### src/rtl/dec_pkg.sv
// dec_pkg: shared state encoding, mode constants and one-hot helper for the scan decoder.
package dec_pkg;
    typedef enum logic [1:0] {IDLE, ACTIVE, BLANK} state_e;
    localparam logic MODE_DIRECT = 1'b0;
    localparam logic MODE_SCAN = 1'b1;
    function automatic logic [31:0] onehot(input int unsigned addr, input int unsigned n);
        return (addr < n) ? (32'd1 << addr) : 32'd0;
    endfunction
endpackage

### src/rtl/onehot_dec.sv
// onehot_dec: combinational address-to-one-hot with an in-range flag.
module onehot_dec #(
    parameter int AW = 2,
    parameter int NOUT = 4
) (
    input  logic [AW-1:0]   addr_i,
    output logic [NOUT-1:0] oh_o,
    output logic            ok_o
);
    always_comb begin
        ok_o = 32'(addr_i) < NOUT;
        oh_o = ok_o ? (NOUT'(1) << addr_i) : '0;
    end
endmodule

### src/rtl/dec_scan.sv
// dec_scan: registered one-hot decoder with enable, direct/scan modes and break-before-make blanking.
module dec_scan import dec_pkg::*; #(
    parameter int AW = 2,
    parameter int NOUT = 4,
    parameter int DWELL = 4,
    parameter int BBM = 1
) (
    input  logic            clk,
    input  logic            rst,
    input  logic            en,
    input  logic            mode,
    input  logic [AW-1:0]   addr_in,
    input  logic            addr_ld,
    output logic [NOUT-1:0] dout,
    output logic [AW-1:0]   cur_addr,
    output logic            err,
    output logic            wrap
);
    localparam int CW = $clog2(DWELL + 1);
    state_e          st_q, st_d;
    logic [AW-1:0]   addr_q, addr_d, nxt;
    logic [CW-1:0]   cnt_q, cnt_d;
    logic [NOUT-1:0] dout_q, dout_d, ld_oh;
    logic            err_q, err_d, wrap_q, wrap_d, wp_q, wp_d;
    logic            ld_ok, in_rng, expire;
    onehot_dec #(.AW(AW), .NOUT(NOUT)) u_dec (.addr_i(addr_in), .oh_o(ld_oh), .ok_o(in_rng));
    assign ld_ok = addr_ld & in_rng;
    assign expire = (mode == MODE_SCAN) && (cnt_q == CW'(DWELL - 1));
    assign nxt = (addr_q == AW'(NOUT - 1)) ? '0 : addr_q + AW'(1);
    // wp_q remembers that the pending BLANK leads into a wrap to address 0
    always_comb begin
        st_d = st_q;
        addr_d = addr_q;
        cnt_d = cnt_q;
        err_d = addr_ld & ~in_rng;
        wrap_d = 1'b0;
        wp_d = wp_q;
        if (!en) begin
            st_d = IDLE;
            cnt_d = '0;
            wp_d = 1'b0;
            if (ld_ok) addr_d = addr_in;
        end else if (st_q == ACTIVE) begin
            if (ld_ok) begin
                cnt_d = '0;
                addr_d = addr_in;
                wp_d = 1'b0;
                if (addr_in != addr_q && BBM != 0) st_d = BLANK;
            end else if (mode == MODE_DIRECT) begin
                cnt_d = '0;
            end else if (expire) begin
                cnt_d = '0;
                addr_d = nxt;
                if (BBM != 0) begin
                    st_d = BLANK;
                    wp_d = (nxt == '0);
                end else begin
                    wrap_d = (nxt == '0);
                end
            end else begin
                cnt_d = cnt_q + CW'(1);
            end
        end else begin
            st_d = ACTIVE;
            cnt_d = '0;
            wp_d = 1'b0;
            wrap_d = (st_q == BLANK) & wp_q & ~ld_ok;
            if (ld_ok) addr_d = addr_in;
        end
        dout_d = (st_d == ACTIVE) ? (ld_ok ? ld_oh : NOUT'(onehot(32'(addr_d), NOUT))) : '0;
    end
    always_ff @(posedge clk or posedge rst) begin
        if (rst) begin
            st_q <= IDLE;
            addr_q <= '0;
            cnt_q <= '0;
            dout_q <= '0;
            err_q <= 1'b0;
            wrap_q <= 1'b0;
            wp_q <= 1'b0;
        end else begin
            st_q <= st_d;
            addr_q <= addr_d;
            cnt_q <= cnt_d;
            dout_q <= dout_d;
            err_q <= err_d;
            wrap_q <= wrap_d;
            wp_q <= wp_d;
        end
    end
    assign dout = dout_q;
    assign cur_addr = addr_q;
    assign err = err_q;
    assign wrap = wrap_q;
endmodule

### config.mk
export PLATFORM = sky130hd
export DESIGN_NAME = dec_scan
export DESIGN_NICKNAME = d
export VERILOG_FILES = /design/src/rtl/dec_pkg.sv /design/src/rtl/onehot_dec.sv /design/src/rtl/dec_scan.sv
export SDC_FILE = /design/constraint.sdc
export NUM_CORES = 1
export LEC_CHECK = 0
export CORE_AREA = 4 4 41 43
export CTS_CLUSTER_SIZE = 20
export DETAILED_ROUTE_END_ITERATION = 8
export DIE_AREA = 0 0 45 47
export MAX_ROUTING_LAYER = met4
export PLACE_DENSITY = 0.75
export SLEW_MARGIN = 20
export SYNTH_ARGS = -nofsm -noshare
export SYNTH_HDL_FRONTEND = slang
export SYNTH_SLANG_ARGS = --single-unit
export TNS_END_PERCENT = 20
### constraint.sdc
create_clock -name clk -period 3.3 [get_ports clk]
set_input_delay 0.495 -clock clk [delete_from_list [all_inputs] [get_ports clk]]
set_output_delay 0.495 -clock clk [all_outputs]
set_load 0.1 [all_outputs]
Word-level counts from Yosys, hierarchy flattened. Index checks and enable logic that the tools add are counted.

Bits of input ports: 7. Output and inout port bits: 8. Word-level logic and storage cells: 51. Register bits after elaboration: 13.

Reduce and logical (&&, ||, !) cells: 3. Equality and inequality tests: 8. Add/subtract/negate cells: 2. Multiplexer cells: 27. Shifts and indexed selects: 2. Bitwise logic cells: 3.

Operator list (number): $mux 2 (13); $mux 3 (5); $mux 4 (2); $ne 4x4->1 const B (2); $shl 1x2->4 const A (2); $mux 1 (7); $eq 2x1->1 const B (2); $eq 2x2->1 const B (2); $add 3x1->3 const B (1); $eq 3x2->1 const B (1); $add 2x1->2 const B (1); $and 1x1->1 (2); $logic_not 2->1 (1); $ne 2x2->1 (1); $reduce_and 2->1 (1); $logic_and 1x1->1 (1); $not 1->1 (1).

Depth between registers and ports, before layout.
Depth after elaboration: 10. Mapped depth: 6. Mapped depth without buffers: 6.

Cells and area by module. Synthesis repeated with hierarchy kept, for this count alone.

Cells, all modules: 67. Area, all modules: 720.7 um^2.

Modules (own cells, without submodules): dec_scan (instances 1, cells each 61, sequential area each 350.3 um^2, area an instance 683.2 um^2); onehot_dec (instances 1, cells each 6, sequential area each 0.0 um^2, area an instance 37.5 um^2).

Least setup slack after synthesis. No wires, ideal clock.

Kind: register to register. Start: register addr_q[0], in the netlist cur_addr[0]. End: register dout_q[3], in the netlist dout[3]. Clock period less this slack: 2154 ps. Setup time: 88 ps. Stages on the path, launching flop included: 5. Data required time: 3212 ps. Arrival: 2066 ps. Buffers on the path: 0. Slack: 1146 ps. Cell sequence: dfrtp_1 -> ha_1 -> or4_4 -> a31oi_4 -> nor3b_1.

Longest elaborated chain between the ends: 10. Elaborated cells between the ends (all ways): 18. Those cells by class: add/sub (1); eq/ne (3); shift (1); mux (13).

RTL lines: start: declaration (RTL line dec_scan.sv:21) `logic [AW-1:0] addr_q, addr_d, nxt;`; start signal: assignment (RTL line dec_scan.sv:83) `addr_q <= addr_d;`; $add 2x1->2 / $eq 2x2->1 (equally long branches) (RTL line dec_scan.sv:29) `assign nxt = (addr_q == AW'(NOUT - 1)) ? '0 : addr_q + AW'(1);`; $mux 2 (RTL line dec_scan.sv:29); $mux 2 (RTL line dec_scan.sv:51) `end else if (expire) begin`; $mux 2 (RTL line dec_scan.sv:49) `end else if (mode == MODE_DIRECT) begin`; $mux 2 (RTL line dec_scan.sv:44) `if (ld_ok) begin`; $mux 2 (RTL line dec_scan.sv:43) `end else if (st_q == ACTIVE) begin`; $mux 2 * (RTL line dec_scan.sv:38) `if (!en) begin`; net addr_d[0] (RTL line dec_scan.sv:21); $shl 1x2->4 * (RTL line dec_pkg.sv:7) `return (addr < n) ? (32'd1 << addr) : 32'd0;`; $mux 4 * (2 in a row) (RTL line dec_scan.sv:70) `dout_d = (st_d == ACTIVE) ? (ld_ok ? ld_oh : NOUT'(onehot(32'(addr_d), NOUT))) : '0;`; net dout_d[3] (RTL line dec_scan.sv:23) `logic [NOUT-1:0] dout_q, dout_d, ld_oh;`; end signal: assignment (RTL line dec_scan.sv:85) `dout_q <= dout_d;`; end: declaration (RTL line dec_scan.sv:23).

The timed path passes the listed nets; every way through them passes the cells marked *. A chain may end at the register's enable or synchronous reset.

Final worst setup path.
Start: register addr_q[0], in the netlist cur_addr[0]. End: output port cur_addr[0].

RTL lines: end: declaration (RTL line dec_scan.sv:15) `output logic [AW-1:0] cur_addr,`.

No word-level cell between the ends.

==> results by group <==
Global routing
  – Tot GR Track Use: 12.4%
  – First-pass GRT wire length: 1.77 mm
  – Initial antenna violation count: 0
  – Largest net degree at the start of global routing: 14
  – Total grt overflow: 0
  – Number of global-route vias before repair: 436

Worst setup path
  – R2R Setup Slk: 1.53 ns
  – Worst Setup SP: cur_addr[0]
  – Slowest CP cell: clkdlybuf4s50_1
  – CP arrival: 1.86 ns
  – CP Cell Sequence: clkdlybuf4s50_1
  – Critical path class: flip-flop to primary output
  – CP max stage delay: 1.16 ns
  – Critical path buffers and inverters: 1
  – CP Capture Type: primary output
  – Startpoint Class: flip-flop
  – R2R Path Start: cur_addr[0]
  – Worst EP required: 2.80 ns
  – Max FO, Critical Path: 5
  – Delay-heaviest family, CP: buffers and inverters

Timing
  – Minimum clock period: 2.36 ns
  – Worst-margin pin slew: 0.970 ns
  – Setup Skew: 0.00364 ns
  – Fin Setup TNS: 0 ns
  – RSZ-0062 raised after global routing: false
  – Setup violators final: 0
  – Tcrit/Tclk final: 71.5%
  – Peak Freq: 424 MHz
  – Max-slew violations: 0
  – Hold Vio Cnt, Final: 0
  – Slew headroom: 35.1%

Clocking
  – Hold_buf cts: 0
  – CTS tree: done
  – Clk pin slew, worst setup/hold paths: 0.08 ns
  – Post-CTS Setup Repair Bufs: 0
  – Clk_lat worst skew: 0.26 ns
  – Clock root buffer: clkbuf_4
  – Num CTS Buffers: 3
  – Buffer depth of the longest clock path: 2
  – CTS resizes: 0
  – Total clock sinks: 13
  – H-tree depth: 1

Drt
  – Vias/cell: 5.20
  – Initial DRC count: 5
  – Initial DRT Pass Iterations: 2
  – DRC: 0
  – Final WL: 1.05 mm
  – WL per Instance: 12.5 um
  – DR vias: 437
  – ANT nets after route: 0

Logic synthesis
  – Cell variety after synth: 25
  – Sequential area share after synthesis: 53.4%
  – #FFs+latches synth: 13
  – Top-area cell type share of the netlist area: 53.4%
  – Top cells by area, synth: dfrtp_1 (53%), ha_1 (4.1%), a31oi_4 (3.5%), nand3b_4 (3.3%), nor3_1 (3.3%)
  – Mean Syn Cell Area: 11.5 um^2
  – Syn Std Cell Area: 609 um^2
  – Syn Nets: 62
  – Synth warn: 0
  – Yosys top cell by area: dfrtp_1
  – Syn Inst Count: 53

Die
  – DIE AREA: 2120 um^2
  – Site Rows: 13
  – Die span in x: 45 um
  – Core box area: 1300 um^2
  – Initial core utilization: 46.8%
  – Top-Level Pins: 15
  – Die Height: 47 um

Cells and area
  – ANT cells: 0
  – Layout cells sized above 1: 10.1%
  – Final core occ: 59.7%
  – Final net count: 79
  – Layout fillers: 115
  – Most frequent cells in the layout: dfrtp_1 (13), clkdlybuf4s50_1 (13), inv_1 (5), nor2_1 (5), nor3_1 (4)
  – Area Overhead vs Synth: 27.5%
  – Finished Layout Cells: 84

Job
  – Max-Cap Viols: 0

Placement
  – Detail Placement HPWL: 838 um
  – RD Place Congestion: 0.754
  – Cells after DPL: 80
  – Port Buffer Count: 13

Power
  – PwrDens: 454 nW/um^2
  – Leakage: 0.000372 uW
  – VDD IR max: 0.263 mV
  – Design Power: 353 uW

Hold path
  – Hold Startpoint: cnt_q[0]
  – Hold WC Path Type: flip-flop to flip-flop

Run status
  – Status: completed
==> per-layer routing <==
metal	track usage (%)	vias to the layer above	share of wire, %
li1	-	217	-
met1	15.1	209	49
met2	19.2	9	44
met3	3.45	2	6.0
met4	5.26	0	1.2
met5	-	-	0
==> report_power, final <==
group / switching [uW] / internal [uW] / total (uW)
Sequential: 5.06 / 166 / 171
Combinational: 65.1 / 25.0 / 90.1
Clock: 45.1 / 46.6 / 91.7
==> cells by family after synthesis <==
group / after synthesis / share of synthesized area [%]
fa+ha+maj: 2 / 4.11
other cells: 1 / 0.615
simple gates: 19 / 21.6
xor+xnor: 2 / 2.88
mux: 1 / 1.64
flops: 13 / 53.4
compound gates: 8 / 10.9
buf+inv: 7 / 4.93
==> synthesized netlist by cell type, drive strengths merged <==
master / instances
dfrtp: 13
inv: 6
nor2: 5
nor3: 4
o21ai: 4
ha: 2
nand3b: 2
nor3b: 2
xor2: 2
a211oi: 1
a22o: 1
a31oi: 1
a41oi: 1
and3b: 1
and4b: 1
buf: 1
conb: 1
mux2i: 1
nand3: 1
nand4b: 1
nor2b: 1
or4: 1
==> layout make-up <==
class                      instances  area [um^2]  area share, %
clock buffer                       4         26.3           3.38
inverter                           6         22.5           2.90
tap                               15         18.8           2.42
sequential                        13          325           41.9
timing repair buffer              13          130           16.7
multi-input combinational         33          254           32.7
==> stage by stage <==
stage / hold WS, ns / setup slack, ns / area, um^2
global route: 0.476 / 0.884 / 777
detailed placement: 0.435 / 1.06 / 751
CTS: 0.445 / 0.938 / 777
finish: 0.443 / 0.941 / 777
floorplan: 0.372 / 1.15 / 609
global placement: 0.429 / 1.11 / 751
==> final timing paths <==
| check | to | cells after the start |
|---|---|---|
| min in group asynchronous | cur_addr[1] | 2 |
| worst min register to register | cnt_q[0] | 1 |
| max in group asynchronous | st_q[1] | 2 |
| worst max register to register | dout[1] | 4 |
| worst max-delay path | cur_addr[0] | 1 |
| worst min-delay path | cnt_q[0] | 1 |
==> sequential cells by signal (all words and copies together), names as in the netlist <==
register	cells
cnt_q	3
cur_addr	2
dout	4
st_q	2
wp_q	1
wrap	1
No activity file was read; power rests on OpenSTA's default activity.
